===== src/rtl/counter_seq_ctrl.sv =====
// Control-word sequencer for the tutorial counter: decodes run/clear/load/
// oneshot/dir from the software register and drives a prescaled up/down counter.
module counter_seq_ctrl #(
    parameter int C_WIDTH          = 32,
    parameter int C_PRESCALE_WIDTH = 16
) (
    input  logic                        user_clk,
    input  logic                        user_rst,
    input  logic [31:0]                 ctrl_word,
    input  logic [C_WIDTH-1:0]          load_value,
    input  logic [C_WIDTH-1:0]          limit,
    input  logic [C_PRESCALE_WIDTH-1:0] prescale,
    output logic [C_WIDTH-1:0]          count,
    output logic                        running,
    output logic                        done,
    output logic                        wrap_pulse,
    output logic [31:0]                 status_word
);

    typedef enum logic [1:0] {
        S_IDLE = 2'd0,
        S_RUN  = 2'd1,
        S_DONE = 2'd2,
        S_BAD  = 2'd3
    } state_e;

    state_e                      state_q, state_d;
    logic [C_WIDTH-1:0]          count_q, count_d;
    logic [C_PRESCALE_WIDTH-1:0] pre_q, pre_d;
    logic                        wrap_pulse_q, wrap_pulse_d;
    logic                        sticky_q, sticky_d;
    logic [15:0]                 wcnt_q, wcnt_d;
    logic                        prev_clr_q, prev_ld_q;

    logic run, oneshot, dir, clear_evt, load_evt, terminal;
    logic unused_ctrl;

    assign run       = ctrl_word[0];
    assign oneshot   = ctrl_word[3];
    assign dir       = ctrl_word[4];
    assign clear_evt = ctrl_word[1] & ~prev_clr_q;
    assign load_evt  = ctrl_word[2] & ~prev_ld_q;
    assign terminal  = dir ? (count_q == '0) : (count_q == limit);
    assign unused_ctrl = ^ctrl_word[31:5];

    always_comb begin
        state_d      = state_q;
        count_d      = count_q;
        pre_d        = pre_q;
        wrap_pulse_d = 1'b0;
        sticky_d     = sticky_q;
        wcnt_d       = wcnt_q;
        if (clear_evt) begin
            count_d  = '0;
            pre_d    = '0;
            sticky_d = 1'b0;
            wcnt_d   = '0;
            state_d  = run ? S_RUN : S_IDLE;
        end else if (load_evt) begin
            count_d = load_value;
            pre_d   = '0;
            state_d = run ? S_RUN : S_IDLE;
        end else begin
            case (state_q)
                S_IDLE: begin
                    if (run) begin
                        state_d = S_RUN;
                        pre_d   = '0;
                    end
                end
                S_RUN: begin
                    if (!run) begin
                        state_d = S_IDLE;
                        pre_d   = '0;
                    end else if (pre_q != prescale) begin
                        // A shrunk prescale lets pre_cnt run past and wrap around.
                        pre_d = pre_q + 1'b1;
                    end else begin
                        pre_d = '0;
                        if (!terminal) begin
                            count_d = dir ? count_q - 1'b1 : count_q + 1'b1;
                        end else if (oneshot) begin
                            state_d = S_DONE;
                        end else begin
                            count_d      = dir ? limit : '0;
                            wrap_pulse_d = 1'b1;
                            sticky_d     = 1'b1;
                            if (wcnt_q != 16'hFFFF) wcnt_d = wcnt_q + 16'd1;
                        end
                    end
                end
                S_DONE: begin
                    if (!run) state_d = S_IDLE;
                end
                default: state_d = S_IDLE;
            endcase
        end
    end

    always_ff @(posedge user_clk or posedge user_rst) begin
        if (user_rst) begin
            state_q      <= S_IDLE;
            count_q      <= '0;
            pre_q        <= '0;
            wrap_pulse_q <= 1'b0;
            sticky_q     <= 1'b0;
            wcnt_q       <= '0;
            prev_clr_q   <= 1'b0;
            prev_ld_q    <= 1'b0;
        end else begin
            state_q      <= state_d;
            count_q      <= count_d;
            pre_q        <= pre_d;
            wrap_pulse_q <= wrap_pulse_d;
            sticky_q     <= sticky_d;
            wcnt_q       <= wcnt_d;
            prev_clr_q   <= ctrl_word[1];
            prev_ld_q    <= ctrl_word[2];
        end
    end

    assign count      = count_q;
    assign running    = (state_q == S_RUN);
    assign done       = (state_q == S_DONE);
    assign wrap_pulse = wrap_pulse_q;
    // Live oneshot/dir echo is masked so the word reads zero while in reset.
    assign status_word = {wcnt_q, 11'd0,
                          dir & ~user_rst, oneshot & ~user_rst,
                          sticky_q, state_q};

endmodule


===== config.mk =====
export PLATFORM = sky130hd
export DESIGN_NAME = counter_seq_ctrl
export DESIGN_NICKNAME = d
export VERILOG_FILES = /design/src/rtl/counter_seq_ctrl.sv
export SDC_FILE = /design/constraint.sdc
export NUM_CORES = 1
export LEC_CHECK = 0
export BUFFER_PORTS_ARGS = -buffer_cell sky130_fd_sc_hd__buf_2
export CORE_MARGIN = 3
export CORE_UTILIZATION = 35
export CTS_CLUSTER_DIAMETER = 30
export CTS_CLUSTER_SIZE = 14
export DETAILED_ROUTE_END_ITERATION = 6
export HOLD_SLACK_MARGIN = 0.05
export PLACE_DENSITY = 0.54
export SYNTH_ARGS = -nofsm -noshare
export SYNTH_HDL_FRONTEND = slang
export SYNTH_SLANG_ARGS = --single-unit

===== constraint.sdc =====
create_clock -name user_clk -period 3.2 [get_ports user_clk]
set_input_delay 0.64 -clock user_clk [delete_from_list [all_inputs] [get_ports user_clk]]
set_output_delay 0.64 -clock user_clk [all_outputs]
set_load 0.03 [all_outputs]

* Yosys cells after proc, flatten, opt, wreduce, memory -nomap -nowiden
Index checks and enable logic that the tools add are counted.
** Storage, ports and cells
- Register bits after elaboration :: 70
- Output and inout port bits :: 67
- Logic and storage cells :: 96
** Cells by class
- $add $sub $neg :: 4
- Equal/unequal tests :: 15
- Mux-type cells :: 48
- Bitwise logic cells :: 7
- Reduce and logical (&&, ||, !) cells :: 14
** Operator list (number)
- 32-bit 2-to-1 mux :: 9
- 16-bit 2-to-1 mux :: 13
- 16-bit by 1-bit adder with 16-bit output (second input constant) :: 2
- 32-bit by 1-bit adder with 32-bit output (second input constant) :: 1
- 32-bit equality test :: 1
- 32-bit zero test :: 1
- 16-bit case mux with 2 select lines :: 1
- 32-bit by 1-bit subtractor with 32-bit output (second input constant) :: 1
- 1-bit 2-to-1 mux :: 16
- 2-bit 2-to-1 mux :: 8
- 16-bit inequality test :: 1
- 16-bit inequality test (second input constant) :: 1
- 4-bit inequality test (second input constant) :: 2
- 2-bit nonzero test :: 4
- 7-bit AND reduction :: 1
- 2-bit case mux with 3 select lines :: 1
- 6-bit AND reduction :: 1
- 3-bit nonzero test :: 2
- 5-bit by 2-bit inequality test with 1-bit output (second input constant) :: 1
- 5-bit by 3-bit inequality test with 1-bit output (second input constant) :: 1
- 5-bit inequality test (second input constant) :: 1
- 5-bit AND reduction :: 1
- 1-bit AND :: 4
- 2-bit inequality test (second input constant) :: 2
- 10 further kinds :: 12

* Depth between registers and ports, before layout
- Depth after elaboration :: 9
- Mapped depth :: 11
- Depth with buffers taken out :: 11

* Worst setup path after synthesis
No wires, ideal clock.
- Path type :: input to register
- Start :: input port ctrl_word[4]
- End :: register count_q[31], in the netlist count[31]
- Arrival :: 2.933 ns
- Required time :: 3.074 ns
- Slack :: 0.141 ns
- Stages on the path :: 10
- Buffers on the path :: 0
- Path through :: ha_1 o211ai_1 or3_1 a2111o_1 nand2_1 a21oi_1 o311ai_1 o21ba_2 a311oi_1 a221o_1
** On the way
- Longest elaborated chain between the ends :: 8
- Elaborated cells between the ends (all ways) :: 12
** RTL lines
- from (decl) :: RTL line 9 : input logic [31:0] ctrl_word,
- 32-bit 2-to-1 mux :: RTL line 85 : count_d = dir ? limit : '0;
- 32-bit 2-to-1 mux :: RTL line 82 : end else if (oneshot) begin
- 32-bit 2-to-1 mux :: RTL line 80 : if (!terminal) begin
- 32-bit 2-to-1 mux :: RTL line 75 : end else if (pre_q != prescale) begin
- 32-bit 2-to-1 mux :: RTL line 72 : if (!run) begin
- 32-bit 2-to-1 mux :: RTL line 64 : case (state_q)
- 32-bit 2-to-1 mux :: RTL line 59 : end else if (load_evt) begin
- 32-bit 2-to-1 mux :: RTL line 53 : if (clear_evt) begin
- to (signal assigned) :: RTL line 112 : count_q <= count_d;
- to (decl) :: RTL line 28 : logic [C_WIDTH-1:0] count_q, count_d;
Parallel ways exist; a longest one is shown, timed or not. The select of a mux whose other input is x is not followed.
A chain may end at the register's enable or synchronous reset.

* Worst setup path after layout
Same ends and word-level chain as after synthesis.

==> results.md <==
- Worst Skew: 0.00642 ns
- Longest Clk Path Bufs: 2
- Worst Path Buf+Inv: 3
- Row Count: 46
- Routed wire length: 20.0 mm
- Pins Over Slew Limit: 0
- Post-synth ARST share: 1.00
- Period Utilization, post-route: 0.946
- Total global routing overflow: 0
- CP Max Fanout: 18
- Core footprint: 0.0162 sq mm
- Post-synthesis cell type count: 59
- Mux cell area share after synthesis: 0.00867
- Critical path depth: 13
- Post-synthesis simple-gate area fraction: 0.213
- Post-placement setup slack: -0.206 ns
- Critical path cell sequence: buf_2 > buf_12 > ha_1 > o211ai_1 > o21a_1 > a2111o_1 > nand2_1 > a21oi_1 > o311ai_1 > buf_4 > nand2_1 > a311oi_1 > a221o_1
- Critical Path RT: 3.48 ns
- Hold Crit Class: in -> async
- RD Place Congestion: 0.907
- Critical path type: in -> reg
- Leakage: 0.00366 uW
- Vias in the first global route: 5936
- Post-CTS Setup Inserts: 0
- Worst-Skew Late Latency: 0.34 ns
- TritonCTS clock tree: done
- Synth Area in Compound Gates: 0.236
- H-tree depth: 3
- Number of port buffers: 142
- Clock Sink Count: 70
- Min cycle time layout: 3.03 ns
- Register area share after synthesis: 0.296
- Nets@finish: 1105
- Layout cell share with drive strength beyond 1: 0.285
- Post-synth EDFFs: 0
- Critical path arrival: 3.31 ns
- CP top delay family: compound AO/OA/AOI/OAI gates
- Max cap viols: 0
- Total GRT Usage: 0.215
- Die Y-Extent: 136 um
- Largest net degree at the start of global routing: 43
- Highest Clock Rate: 0.330 GHz
- Status: finished, final reports clean
- Least-Margin Pin Slew: 0.649 ns
- Max incr delay on CP: 0.47 ns
- Post-Synth XOR/XNOR Area: 0.132
- Slowest cell on crit path: a2111o_1
- Synth warn: 0
- Routed len/inst: 16.9 um
- Initial DRC Count: 305
- Die ar.: 0.0185 sq mm
- Global-route wire length before repair: 31.3 mm
- #FFs+latches synth: 70
- Mean Syn Cell Area: 8.05 sq um
- Crit. End Element: register
- Initial DRT Pass Iterations: 5
- Antenna violations before repair: 3
- Post-synthesis adder-cell area fraction: 0.0711
- RSZ-0062 raised after global routing: false
- Pwr Density: 792 mW/mm^2
- # DRC: 0
- Setup violators final: 0
- Via count: 6226
- Largest family of logic cells by synthesized area: compound AO/OA/AOI/OAI gates
- TritonCTS buffer count: 9
- Post-DR vias/cell: 5.27
- Cell area after synthesis: 0.00592 sq mm
- Setup ws final: 0.173 ns
- Fin. Hold Viols: 0
- Clk root buf: clkbuf_16
- IO Count: 181
- Worst rel slew slack: 0.567
- P&R area growth vs syn: 32.5%
- Peak supply drop: 0.352 mV
- Most common cell on crit path: nand2_1
- Synth Instances: 735
- Chip width: 136 um
- Routed Antenna Nets: 0
- Total power: 6210 uW
- Top FF cell, synth: dfrtp_1
- R2R depth: 11
- CTS clk-pin slew, worst paths: 0.06 ns
- Initial Utilization: 0.365
- Worst setup SP type: input pin
- Post-DP HPWL: 15.6 mm
-- worst register-to-register path: stages, from the launching register on --
cell and delay (ns):
dfrtp_1 0.45, ha_1 0.37, o211ai_1 0.12, or3_1 0.41, a2111o_1 0.45, nand2_1 0.09
a21oi_1 0.09, o311ai_1 0.27, buf_4 0.18, nand2_1 0.05, a311oi_1 0.28, a221o_1 0.14
-- kinds of logic (layout without fill, tap and decap cells) --
logic type | after synthesis | after routing
multiplexers | 5 | 5
XOR/XNOR | 89 | 89
AO/OA/AOI/OAI | 225 | 225
buffers and inverters | 54 | 272
AND/OR/NAND/NOR | 258 | 258
adder cells (fa/ha/maj) | 33 | 33
other | 1 | 13
flip-flops | 70 | 70
-- cells in the mapped netlist (8+ instances only) --
library cell  number  area (sq um)
a21o_1            14           105
nor3_1            10          50.1
nand3_1           24           120
ha_1              32           400
dfrtp_1           70          1750
o21ai_0           70           350
nor2_1            73           274
nand2b_1          14          87.6
xor2_1            19           166
a22oi_1           13          97.6
nand2_1           63           236
xnor2_1           70           613
buf_4             13          97.6
a21oi_1           69           345
and3_1            11          68.8
o221ai_1           8          70.1
inv_1             16          60.1
nand4_1           20           125
clkbuf_1          23          86.3
nor4_1            13          81.3
-- per-stage QoR --
stage,std cells,hold slack (ns),utilization,area [sq um],TNS (ns)
finish,1181,0.405,0.483,7840,0
floorplan,745,0.464,-,5950,0
global placement,1163,0.472,0.463,7520,-0.903
CTS,1179,0.403,0.482,7830,0
global route,1180,0.414,0.483,7840,0
detailed placement,1163,0.489,0.463,7520,-0.867
-- flip-flops by register name, summed over array words and instances, names as in the netlist --
| register | cells |
|---|---|
| sticky_q | 1 |
| prev_ld_q | 1 |
| prev_clr_q | 1 |
| count | 32 |
| wcnt_q | 16 |
| pre_q | 16 |
| wrap_pulse | 1 |
| state_q | 2 |
-- per-layer routing --
metal	vias up	global-route usage	share of wire
li1	3095	-	-
met1	2887	0.301	0.47
met2	212	0.337	0.45
met3	28	0.0400	0.064
met4	4	0.0655	0.021
met5	-	0	0.0012
-- cell type report --
cell class | count | area [sq um]
diodes | 2 | 5.00
fillers | 1662 | 8390
repair buffers | 240 | 1470
clock buffers | 10 | 239
multi-input cells | 621 | 3970
inverters | 16 | 60.1
well taps | 216 | 270
flip-flops and latches | 70 | 1750
clock inverters | 6 | 70.1
-- worst paths after layout --
path	startpoint	end	slack (ns)
worst max-delay path	ctrl_word[4]	count[31]$_DFFE_PP0P_	0.17
worst min-delay path	user_rst	pre_q[1]$_DFFE_PP0P_	0.40
worst max register to register	count[6]$_DFFE_PP0P_	count[31]$_DFFE_PP0P_	0.23
worst min register to register	sticky_q$_DFFE_PP0P_	sticky_q$_DFFE_PP0P_	0.50
max in group asynchronous	user_rst	pre_q[12]$_DFFE_PP0P_	2.12
min in group user_clk	ctrl_word[2]	prev_ld_q$_DFF_PP0_	0.42
-- placed cells by master, fill, tap and decap left out, drive strengths merged, types with 5 or more instances in the layout --
cell,instances
clkbuf,10
nor3,13
and2,5
a21o,14
a211oi,5
ha,32
o21ai,70
nor2,73
and3,11
inv,17
a31oi,6
nor2b,7
nand3,25
o21a,7
a21oi,69
xnor2,70
nor4,13
nand4,20
buf,240
o211ai,6
nand2b,14
conb,11
nand2,64
a22oi,13
dfrtp,70
o221ai,8
xor2,19
or3,7
-- repair_timing --
action / CTS / global route
hold buffers: 0 / 0
hold endpoints to repair: 0 / 0
resized for setup: 0 / 4
endpoints found under the setup margin: 0 / 8
-- power breakdown --
group	switching (uW)	internal (uW)	leakage (uW)
logic	2050	1720	0.00259
registers	305	1060	0.000913
clock network	445	631	0.000153
total	2800	3410	0.00366
No activity file was read; power rests on OpenSTA's default activity.
